$ cat src/rtl/cpu_ctrl_pkg.sv
// Shared constants and types for the hardwired control sequencer:
// opcodes, bus-select codes, ALU codes, step states and the decode bundle.
package cpu_ctrl_pkg;

    localparam int unsigned DATA_W    = 32;
    localparam int unsigned REG_N     = 16;
    localparam int unsigned IDX_W     = 4;
    localparam int unsigned SEL_W     = 5;
    localparam int unsigned OP_W      = 5;
    localparam int unsigned ALU_W     = 5;
    localparam int unsigned FIELD_LSB = 15;

    // Opcodes (ir[31:27])
    localparam logic [OP_W-1:0] OP_LD   = 5'b00000;
    localparam logic [OP_W-1:0] OP_LDI  = 5'b00001;
    localparam logic [OP_W-1:0] OP_ST   = 5'b00010;
    localparam logic [OP_W-1:0] OP_ADD  = 5'b00011;
    localparam logic [OP_W-1:0] OP_SUB  = 5'b00100;
    localparam logic [OP_W-1:0] OP_AND  = 5'b00101;
    localparam logic [OP_W-1:0] OP_OR   = 5'b00110;
    localparam logic [OP_W-1:0] OP_ADDI = 5'b01000;
    localparam logic [OP_W-1:0] OP_MUL  = 5'b01111;
    localparam logic [OP_W-1:0] OP_DIV  = 5'b10000;
    localparam logic [OP_W-1:0] OP_NOP  = 5'b11010;
    localparam logic [OP_W-1:0] OP_HALT = 5'b11011;

    // Bus-select codes; 0..15 select Rn directly
    localparam logic [SEL_W-1:0] SEL_ZHI = 5'd18;
    localparam logic [SEL_W-1:0] SEL_ZLO = 5'd19;
    localparam logic [SEL_W-1:0] SEL_PC  = 5'd20;
    localparam logic [SEL_W-1:0] SEL_MDR = 5'd21;
    localparam logic [SEL_W-1:0] SEL_C   = 5'd23;

    // ALU operation codes
    localparam logic [ALU_W-1:0] ALU_ADD = 5'd0;
    localparam logic [ALU_W-1:0] ALU_SUB = 5'd1;
    localparam logic [ALU_W-1:0] ALU_AND = 5'd2;
    localparam logic [ALU_W-1:0] ALU_OR  = 5'd3;
    localparam logic [ALU_W-1:0] ALU_MUL = 5'd4;
    localparam logic [ALU_W-1:0] ALU_DIV = 5'd5;

    typedef enum logic [3:0] {
        ST_RESET,
        ST_T0,
        ST_T1,
        ST_T2,
        ST_T3,
        ST_T4,
        ST_T5,
        ST_T6,
        ST_T7,
        ST_HALT
    } state_e;

    typedef enum logic [2:0] {
        CLS_ALU,
        CLS_IMM,
        CLS_LD,
        CLS_ST,
        CLS_MULDIV,
        CLS_NOP,
        CLS_HALT,
        CLS_ILLEGAL
    } instr_class_e;

    typedef struct packed {
        logic [IDX_W-1:0] ra;
        logic [IDX_W-1:0] rb;
        logic [IDX_W-1:0] rc;
        logic [REG_N-1:0] ra_mask;
        instr_class_e     cls;
        logic [ALU_W-1:0] alu_op;
    } decode_t;

endpackage

$ cat src/rtl/ctrl_sequencer_if.sv
// Control bundle between the sequencer (master) and the datapath (slave).
interface ctrl_sequencer_if
    import cpu_ctrl_pkg::*;
();

    logic              run;
    logic [DATA_W-1:0] ir;
    logic              mem_rdy;
    logic [SEL_W-1:0]  bus_sel;
    logic [REG_N-1:0]  r_in;
    logic              pc_in;
    logic              ir_in;
    logic              mar_in;
    logic              mdr_in;
    logic              y_in;
    logic              z_in;
    logic              hi_in;
    logic              lo_in;
    logic              mdr_src;
    logic              inc_pc;
    logic [ALU_W-1:0]  alu_op;
    logic              read;
    logic              write;
    logic [DATA_W-1:0] pc_load_val;
    logic              halted;
    logic              illegal;

    modport master (
        input  run, ir, mem_rdy,
        output bus_sel, r_in, pc_in, ir_in, mar_in, mdr_in, y_in, z_in,
               hi_in, lo_in, mdr_src, inc_pc, alu_op, read, write,
               pc_load_val, halted, illegal
    );

    modport slave (
        output run, ir, mem_rdy,
        input  bus_sel, r_in, pc_in, ir_in, mar_in, mdr_in, y_in, z_in,
               hi_in, lo_in, mdr_src, inc_pc, alu_op, read, write,
               pc_load_val, halted, illegal
    );

endinterface

$ cat src/rtl/instr_decode.sv
// Combinational instruction decode: register fields, one-hot Ra mask and
// opcode class. Macro CTRL_MULDIV_EN makes mul/div legal.
module instr_decode
    import cpu_ctrl_pkg::*;
(
    input  logic [DATA_W-1:FIELD_LSB] ir_f,
    output decode_t                   dec
);

`ifdef CTRL_MULDIV_EN
    localparam instr_class_e MULDIV_CLS = CLS_MULDIV;
`else
    localparam instr_class_e MULDIV_CLS = CLS_ILLEGAL;
`endif

    logic [OP_W-1:0] opcode;

    assign opcode = ir_f[31:27];

    // Field extraction and opcode classification
    always_comb begin
        dec         = '0;
        dec.ra      = ir_f[26:23];
        dec.rb      = ir_f[22:19];
        dec.rc      = ir_f[18:15];
        dec.ra_mask = REG_N'(1) << ir_f[26:23];
        dec.alu_op  = ALU_ADD;
        dec.cls     = CLS_ILLEGAL;
        case (opcode)
            OP_ADD:  dec.cls = CLS_ALU;
            OP_SUB:  begin dec.cls = CLS_ALU; dec.alu_op = ALU_SUB; end
            OP_AND:  begin dec.cls = CLS_ALU; dec.alu_op = ALU_AND; end
            OP_OR:   begin dec.cls = CLS_ALU; dec.alu_op = ALU_OR;  end
            OP_ADDI,
            OP_LDI:  dec.cls = CLS_IMM;
            OP_LD:   dec.cls = CLS_LD;
            OP_ST:   dec.cls = CLS_ST;
            OP_MUL:  begin dec.cls = MULDIV_CLS; dec.alu_op = ALU_MUL; end
            OP_DIV:  begin dec.cls = MULDIV_CLS; dec.alu_op = ALU_DIV; end
            OP_NOP:  dec.cls = CLS_NOP;
            OP_HALT: dec.cls = CLS_HALT;
            default: dec.cls = CLS_ILLEGAL;
        endcase
    end

endmodule

$ cat src/rtl/ctrl_sequencer.sv
// Hardwired fetch/decode/execute sequencer (RESET, T0..T7, HALT) for the
// 32-bit bus datapath. Macro CTRL_MULDIV_EN enables the mul/div sequence.
// Outputs are decoded from the registered step and ir; clr low forces them
// all to zero so every strobe drops the moment reset is applied.
module ctrl_sequencer
    import cpu_ctrl_pkg::*;
#(
    parameter logic [DATA_W-1:0] RESET_PC = '0
) (
    input logic              clk,
    input logic              clr,
    ctrl_sequencer_if.master cif
);

    state_e  state;
    logic    halted_q;
    logic    illegal_q;
    decode_t dec;

    instr_decode u_decode (
        .ir_f (cif.ir[DATA_W-1:FIELD_LSB]),
        .dec  (dec)
    );

    // Step register and sticky halt/illegal flags
    always_ff @(posedge clk) begin
        if (!clr) begin
            state     <= ST_RESET;
            halted_q  <= 1'b0;
            illegal_q <= 1'b0;
        end else begin
            case (state)
                ST_RESET: state <= ST_T0;
                ST_T0:    if (cif.run) state <= ST_T1;
                ST_T1:    if (cif.mem_rdy) state <= ST_T2;
                ST_T2:    state <= ST_T3;
                ST_T3: begin
                    case (dec.cls)
                        CLS_NOP:     state <= ST_T0;
                        CLS_HALT:    begin state <= ST_HALT; halted_q  <= 1'b1; end
                        CLS_ILLEGAL: begin state <= ST_HALT; illegal_q <= 1'b1; end
                        default:     state <= ST_T4;
                    endcase
                end
                ST_T4:    state <= ST_T5;
                ST_T5: begin
                    case (dec.cls)
                        CLS_LD, CLS_ST, CLS_MULDIV: state <= ST_T6;
                        default:                    state <= ST_T0;
                    endcase
                end
                ST_T6: begin
                    case (dec.cls)
                        CLS_LD:  if (cif.mem_rdy) state <= ST_T7;
                        CLS_ST:  state <= ST_T7;
                        default: state <= ST_T0;
                    endcase
                end
                ST_T7: begin
                    if (dec.cls != CLS_ST || cif.mem_rdy) state <= ST_T0;
                end
                ST_HALT:  state <= ST_HALT;
                default:  state <= ST_RESET;
            endcase
        end
    end

    // Per-step control decode
    always_comb begin
        cif.bus_sel = '0;
        cif.r_in    = '0;
        cif.alu_op  = ALU_ADD;
        cif.pc_in   = 1'b0;
        cif.ir_in   = 1'b0;
        cif.mar_in  = 1'b0;
        cif.mdr_in  = 1'b0;
        cif.y_in    = 1'b0;
        cif.z_in    = 1'b0;
        cif.hi_in   = 1'b0;
        cif.lo_in   = 1'b0;
        cif.mdr_src = 1'b0;
        cif.inc_pc  = 1'b0;
        cif.read    = 1'b0;
        cif.write   = 1'b0;
        if (clr) begin
            case (state)
                ST_RESET: begin
                    cif.bus_sel = SEL_PC;
                    cif.pc_in   = 1'b1;
                end
                ST_T0: begin
                    cif.bus_sel = SEL_PC;
                    cif.mar_in  = 1'b1;
                    cif.inc_pc  = 1'b1;
                    cif.z_in    = 1'b1;
                end
                ST_T1: begin
                    cif.bus_sel = SEL_ZLO;
                    cif.pc_in   = 1'b1;
                    cif.read    = 1'b1;
                    cif.mdr_src = 1'b1;
                    cif.mdr_in  = cif.mem_rdy;
                end
                ST_T2: begin
                    cif.bus_sel = SEL_MDR;
                    cif.ir_in   = 1'b1;
                end
                ST_T3: begin
                    case (dec.cls)
                        CLS_ALU, CLS_IMM, CLS_LD, CLS_ST: begin
                            cif.bus_sel = SEL_W'(dec.rb);
                            cif.y_in    = 1'b1;
                        end
                        CLS_MULDIV: begin
                            cif.bus_sel = SEL_W'(dec.ra);
                            cif.y_in    = 1'b1;
                        end
                        default: ;
                    endcase
                end
                ST_T4: begin
                    case (dec.cls)
                        CLS_ALU: begin
                            cif.bus_sel = SEL_W'(dec.rc);
                            cif.alu_op  = dec.alu_op;
                            cif.z_in    = 1'b1;
                        end
                        CLS_IMM, CLS_LD, CLS_ST: begin
                            cif.bus_sel = SEL_C;
                            cif.alu_op  = ALU_ADD;
                            cif.z_in    = 1'b1;
                        end
                        CLS_MULDIV: begin
                            cif.bus_sel = SEL_W'(dec.rb);
                            cif.alu_op  = dec.alu_op;
                            cif.z_in    = 1'b1;
                        end
                        default: ;
                    endcase
                end
                ST_T5: begin
                    cif.bus_sel = SEL_ZLO;
                    case (dec.cls)
                        CLS_ALU, CLS_IMM: cif.r_in   = dec.ra_mask;
                        CLS_LD, CLS_ST:   cif.mar_in = 1'b1;
                        CLS_MULDIV:       cif.lo_in  = 1'b1;
                        default:          cif.bus_sel = '0;
                    endcase
                end
                ST_T6: begin
                    case (dec.cls)
                        CLS_LD: begin
                            cif.read    = 1'b1;
                            cif.mdr_src = 1'b1;
                            cif.mdr_in  = cif.mem_rdy;
                        end
                        CLS_ST: begin
                            cif.bus_sel = SEL_W'(dec.ra);
                            cif.mdr_in  = 1'b1;
                        end
                        CLS_MULDIV: begin
                            cif.bus_sel = SEL_ZHI;
                            cif.hi_in   = 1'b1;
                        end
                        default: ;
                    endcase
                end
                ST_T7: begin
                    case (dec.cls)
                        CLS_LD: begin
                            cif.bus_sel = SEL_MDR;
                            cif.r_in    = dec.ra_mask;
                        end
                        CLS_ST:  cif.write = 1'b1;
                        default: ;
                    endcase
                end
                default: ;
            endcase
        end
    end

    assign cif.halted      = halted_q & clr;
    assign cif.illegal     = illegal_q & clr;
    assign cif.pc_load_val = RESET_PC;

endmodule

$ cat src/flat_wrapper.sv
// flat-port wrapper written by rule: the top's interface ports become plain ports
module ctrl_sequencer_flat import cpu_ctrl_pkg::*;
#(
    parameter logic [DATA_W-1:0] RESET_PC = '0
)
  (clk, clr, cif_run, cif_ir, cif_mem_rdy, cif_bus_sel, cif_r_in, cif_pc_in, cif_ir_in, cif_mar_in, cif_mdr_in, cif_y_in, cif_z_in, cif_hi_in, cif_lo_in, cif_mdr_src, cif_inc_pc, cif_alu_op, cif_read, cif_write, cif_pc_load_val, cif_halted, cif_illegal);
  ctrl_sequencer_if cif_i ();
  input logic clk;
  input logic clr;
  input wire logic [$bits(cif_i.run)-1:0] cif_run;
  input wire logic [$bits(cif_i.ir)-1:0] cif_ir;
  input wire logic [$bits(cif_i.mem_rdy)-1:0] cif_mem_rdy;
  output wire logic [$bits(cif_i.bus_sel)-1:0] cif_bus_sel;
  output wire logic [$bits(cif_i.r_in)-1:0] cif_r_in;
  output wire logic [$bits(cif_i.pc_in)-1:0] cif_pc_in;
  output wire logic [$bits(cif_i.ir_in)-1:0] cif_ir_in;
  output wire logic [$bits(cif_i.mar_in)-1:0] cif_mar_in;
  output wire logic [$bits(cif_i.mdr_in)-1:0] cif_mdr_in;
  output wire logic [$bits(cif_i.y_in)-1:0] cif_y_in;
  output wire logic [$bits(cif_i.z_in)-1:0] cif_z_in;
  output wire logic [$bits(cif_i.hi_in)-1:0] cif_hi_in;
  output wire logic [$bits(cif_i.lo_in)-1:0] cif_lo_in;
  output wire logic [$bits(cif_i.mdr_src)-1:0] cif_mdr_src;
  output wire logic [$bits(cif_i.inc_pc)-1:0] cif_inc_pc;
  output wire logic [$bits(cif_i.alu_op)-1:0] cif_alu_op;
  output wire logic [$bits(cif_i.read)-1:0] cif_read;
  output wire logic [$bits(cif_i.write)-1:0] cif_write;
  output wire logic [$bits(cif_i.pc_load_val)-1:0] cif_pc_load_val;
  output wire logic [$bits(cif_i.halted)-1:0] cif_halted;
  output wire logic [$bits(cif_i.illegal)-1:0] cif_illegal;
  assign cif_i.run = cif_run;
  assign cif_i.ir = cif_ir;
  assign cif_i.mem_rdy = cif_mem_rdy;
  assign cif_bus_sel = cif_i.bus_sel;
  assign cif_r_in = cif_i.r_in;
  assign cif_pc_in = cif_i.pc_in;
  assign cif_ir_in = cif_i.ir_in;
  assign cif_mar_in = cif_i.mar_in;
  assign cif_mdr_in = cif_i.mdr_in;
  assign cif_y_in = cif_i.y_in;
  assign cif_z_in = cif_i.z_in;
  assign cif_hi_in = cif_i.hi_in;
  assign cif_lo_in = cif_i.lo_in;
  assign cif_mdr_src = cif_i.mdr_src;
  assign cif_inc_pc = cif_i.inc_pc;
  assign cif_alu_op = cif_i.alu_op;
  assign cif_read = cif_i.read;
  assign cif_write = cif_i.write;
  assign cif_pc_load_val = cif_i.pc_load_val;
  assign cif_halted = cif_i.halted;
  assign cif_illegal = cif_i.illegal;
  ctrl_sequencer #(.RESET_PC(RESET_PC)) u_core (.clk(clk), .clr(clr), .cif(cif_i));
endmodule
$ cat config.mk
export PLATFORM = sky130hd
export DESIGN_NAME = ctrl_sequencer_flat
export DESIGN_NICKNAME = d
export VERILOG_FILES = /design/src/rtl/cpu_ctrl_pkg.sv /design/src/rtl/ctrl_sequencer_if.sv /design/src/rtl/instr_decode.sv /design/src/rtl/ctrl_sequencer.sv /design/src/flat_wrapper.sv
export SDC_FILE = /design/constraint.sdc
export NUM_CORES = 1
export LEC_CHECK = 0
export ABC_AREA = 1
export CORE_UTILIZATION = 35
export DETAILED_ROUTE_END_ITERATION = 16
export GPL_TIMING_DRIVEN = 1
export PLACE_DENSITY_LB_ADDON = 0.15
export SYNTH_ARGS = -nofsm -noshare
export SYNTH_HDL_FRONTEND = slang
export SYNTH_SLANG_ARGS = --single-unit
$ cat constraint.sdc
create_clock -name clk -period 3.1 [get_ports clk]
set_input_delay 0.93 -clock clk [delete_from_list [all_inputs] [get_ports clk]]
set_output_delay 0.93 -clock clk [all_outputs]
set_load 0.05 [all_outputs]
==> results by stage <==
STA:
- The post-route worst hold slack is between 0.4 and 0.5 ns.
- Setup repair after global routing could not meet its margin everywhere.
- The max-slew violation count is 0.
- The max-slew headroom at the worst pin is 57.7%.
- The number of failing setup endpoints in the final timing report is 24.
- Based on the critical path, the design can be clocked at up to 305 MHz.
- The portion of the clock cycle consumed by the worst path in the final layout is 106%.
- Between clock sinks in the finished design, the worst skew comes to roughly 0.0008 ns.
- The measured slew at the worst slew-check pin is 0.632 ns.
- The minimum setup slack in the final design is -0.177 ns.
- Adding up every negative setup slack in the final design gives -2.97 ns.
- The final count of hold timing violations was 0.
- The time the worst path needs with I/O delays and setup is between 3 and 4 ns.

Clock tree:
- The later-pin clock latency in the skew report is 0.22 ns.
- TritonCTS built the clock tree.
- The H-tree level count is 1.
- The number of sinks driven by the clock tree is 6.
- The number of clock buffers added by TritonCTS is 3.
- The number of buffers inserted for hold repair after clock tree synthesis is 0.
- The clock transition time at the flip-flop clock pins of the worst setup and hold paths is 0.04 ns.
- The clock root buffer is sky130_fd_sc_hd__clkbuf_8.
- Counting along the longest clock path gives a buffer depth of 2.

Route:
- The wire length reported by the detailed router is 5.21 mm.
- The DRC violation count after routing is 0.
- The violation count after the first detailed-route iteration is 116.
- The number of detailed-route iterations in the first pass is 4.
- Across all layers, the routed design uses 1971 vias.
- The count of nets left with antenna violations once routing finished came out at 0.
- In the final routed layout, each cell accounts on average for 12.7 um.
- The detailed-route vias per instance is 4.80.

Placed design:
- Prior to clock tree synthesis, the placed netlist has a worst setup slack of -0.666 ns.
- The estimated wirelength of the detail-placed design is 3.85 mm.
- During placement, the flow inserted port buffers numbering 55.
- At the end of routability-driven placement, the weighted congestion stood at 0.922.

Global routing:
- Summed over all layers, the global routing overflow is 0.
- The global-route wire length before repair is 7.87 mm.
- The global routing usage on met1 is 27.1%.
- The number of global-route vias before repair is 1866.
- In the global route stage, met3 resource usage came out at 1.37%.
- Entering global routing, the biggest net connects 11 pins.
- The number of antenna violations at the first check in global routing is 0.
- Global routing consumed, over all layers together, a little under a quarter of the routing resources.
- Global routing used around 41% of the available met2 tracks.
- The routing layer with the top usage in global route is met2.

Setup path:
- The signal on the critical path passes through buf_8, nor2_4, inv_2, nor2_4, nand2_4, buf_4, buf_6, nor2_4, nand3_1, nand3_2, nor2_2, nor2_4, buf_6.
- In this run the worst path has a maximum fanout of 4.
- The standard cell with the maximum stage delay on the critical path is sky130_fd_sc_hd__buf_6.
- Broken down by cell family, the worst path's largest delay share belongs to simple AND/OR/NAND/NOR gates.
- The nature of the critical path endpoint is an output pin.
- The kind of launch point of the worst setup path is an input pin.
- The largest single stage delay on the critical path is 0.16 ns.
- For the worst flop-to-flop path, the logic depth is 10.
- The type of the setup path with the least slack is in -> out.
- For the worst setup path, the data arrival time is 2.35 ns.
- In this run the number of cells on the critical path is 13.
- The endpoint required time on the critical path is 2.17 ns.
- The most used cell along the critical path is sky130_fd_sc_hd__nor2_4.
- The buffering stage count on the worst path with inverters included is 5.

Run:
- The number of max-capacitance violations reported is 0.

Layout:
- The area growth from synthesis to layout is 109%.
- The repair_antennas step left the layout with diodes totalling 0.
- Measured on the finished design, the core utilization comes to 76.4%.
- Of the cells placed in the final design, the portion with a size suffix greater than 1 is 53.7%.
- The number of nets in the layout is 399.

Logic synthesis:
- Counting flops and latches in the post-synthesis netlist gives 6.
- Each instance of the synthesized netlist takes up on average 5.69 um2.
- The post-synth design cell area is 1470 um2.
- The Yosys step of the flow raised 0 warnings.
- Yosys mapped the design onto 27 distinct sky130hd cell types.
- The synthesized instance count is 259.
- The register area share after synthesis is 8.16%.

Die:
- approximately 110 I/O pins were placed.
- The die is 66.9 um wide.
- From bottom edge to top edge, the die measures 66.9 um.
- The initial utilization of the core area, before any placement, comes to around 37%.
- The core region is roughly 4000 um2.
- The area enclosed by the die boundary is 4470 um2.
- The floorplan row count is 23.

Worst hold path:
- The class of the tightest hold or removal check is reg -> reg.
- The number of cells on the worst hold path is 2.

Pwr:
- The power density of the placed cells is 295 nW/um2.
- The leakage power of the design is 1.37 nW.
- The largest vdd supply drop is ~0.00014 V.
- The total power consumption of the routed design is approximately 910 uW.

Status:
- The flow ran to the end, but the final reports show violations.
- The final reports fail on negative setup slack.
==> power breakdown <==
| part | total (mW) | leakage [nW] | internal, mW | switching, mW |
|---|---|---|---|---|
| Clock | 0.118 | 0.0216 | 0.0834 | 0.0342 |
| Combinational | 0.678 | 1.30 | 0.239 | 0.439 |
| Sequential | 0.113 | 0.0490 | 0.0905 | 0.0222 |
==> tightest hold or removal path, cell delays in order, from the launching register on <==
cell	delay, ns
sky130_fd_sc_hd__dfxtp_1	0.30
sky130_fd_sc_hd__nand2_1	0.07
sky130_fd_sc_hd__o31ai_2	0.05
==> metal layers <==
metal  vias up  wire (um)
met2        80       2780
met1       902       1990
met5         -          0
li1        970          -
met3        19        289
met4         0        157
==> sequential cells by signal, summed over array words and instances, names as in the netlist <==
signal            flops
u_core.halted_q       1
u_core.illegal_q      1
u_core.state          4
==> final timing paths <==
check	startpoint	end	slack (ns)
setup / recovery	cif_ir[29]	cif_bus_sel[2]	-0.18
hold / removal	u_core.halted_q	u_core.halted_q	0.45
setup reg to reg	u_core.state[0]	u_core.state[3]	1.16
hold reg to reg	u_core.halted_q	u_core.halted_q	0.45
==> placed cells by master (no fill, tap or decap), drive strengths merged <==
master          n
conb           37
inv            34
dfxtp           6
nor4            1
nor2           51
nor3           10
o21ai           4
clkdlybuf4s50  15
nand2          52
a21oi          10
nand3          28
a31oi           3
o31ai           2
clkbuf          3
buf            90
nand4          13
o211ai          2
==> timing repair <==
action	4_1_cts	5_1_grt
buffers inserted	6	6
gates resized for setup	55	26
hold endpoints to repair	0	0
setup endpoints to repair	31	31
pin swaps	13	22
==> Yosys cell counts <==
cell type | count | area (um2)
sky130_fd_sc_hd__nor3_4 | 2 | 32.5
sky130_fd_sc_hd__nor2_2 | 8 | 50.1
sky130_fd_sc_hd__inv_2 | 17 | 63.8
sky130_fd_sc_hd__nand3_1 | 23 | 115
sky130_fd_sc_hd__buf_4 | 40 | 300
sky130_fd_sc_hd__inv_1 | 17 | 63.8
sky130_fd_sc_hd__clkbuf_1 | 2 | 7.51
sky130_fd_sc_hd__a21oi_2 | 2 | 17.5
sky130_fd_sc_hd__dfxtp_1 | 6 | 120
sky130_fd_sc_hd__nor4_1 | 1 | 6.26
sky130_fd_sc_hd__nand2_4 | 2 | 22.5
sky130_fd_sc_hd__o21ai_0 | 2 | 10.0
sky130_fd_sc_hd__nor3_2 | 1 | 10.0
sky130_fd_sc_hd__nand2_2 | 5 | 31.3
sky130_fd_sc_hd__nand4_1 | 13 | 81.3
sky130_fd_sc_hd__conb_1 | 1 | 3.75
sky130_fd_sc_hd__o211ai_2 | 2 | 25.0
sky130_fd_sc_hd__a21oi_1 | 8 | 40.0
sky130_fd_sc_hd__nor2_1 | 42 | 158
sky130_fd_sc_hd__o21ai_1 | 2 | 10.0
sky130_fd_sc_hd__o31ai_1 | 1 | 7.51
sky130_fd_sc_hd__a31oi_1 | 3 | 18.8
sky130_fd_sc_hd__nor2_4 | 1 | 11.3
sky130_fd_sc_hd__o31ai_2 | 1 | 12.5
sky130_fd_sc_hd__nand3_2 | 5 | 50.1
sky130_fd_sc_hd__nand2_1 | 45 | 169
sky130_fd_sc_hd__nor3_1 | 7 | 35.0
==> per-stage QoR <==
| stage | instance area (um2) | instances |
|---|---|---|
| final | 3080 | 411 |
| after global routing | 3080 | 411 |
| after CTS | 2920 | 405 |
| after detailed placement | 2730 | 396 |
| after global placement | 2730 | 396 |
| after floorplan | 1800 | 295 |
==> logic make-up (layout without fill, tap and decap cells) <==
group                  Yosys count  after routing  synth area share [%]
AOI/OAI and AO/OA               21             21                  9.60
buffers and inverters           76            142                  29.6
DFF                              6              6                  8.16
other                            1             37                 0.255
and+or+nand+nor                155            155                  52.4
==> layout make-up <==
class	instances	area (um2)
Inverter	34	130
Tap cell	50	62.6
Timing Repair Buffer	105	1280
Sequential cell	6	120
Fill cell	276	950
Multi-Input combinational cell	213	1440
Clock buffer	3	41.3
Note: power is estimated with default switching activity, not from simulation.
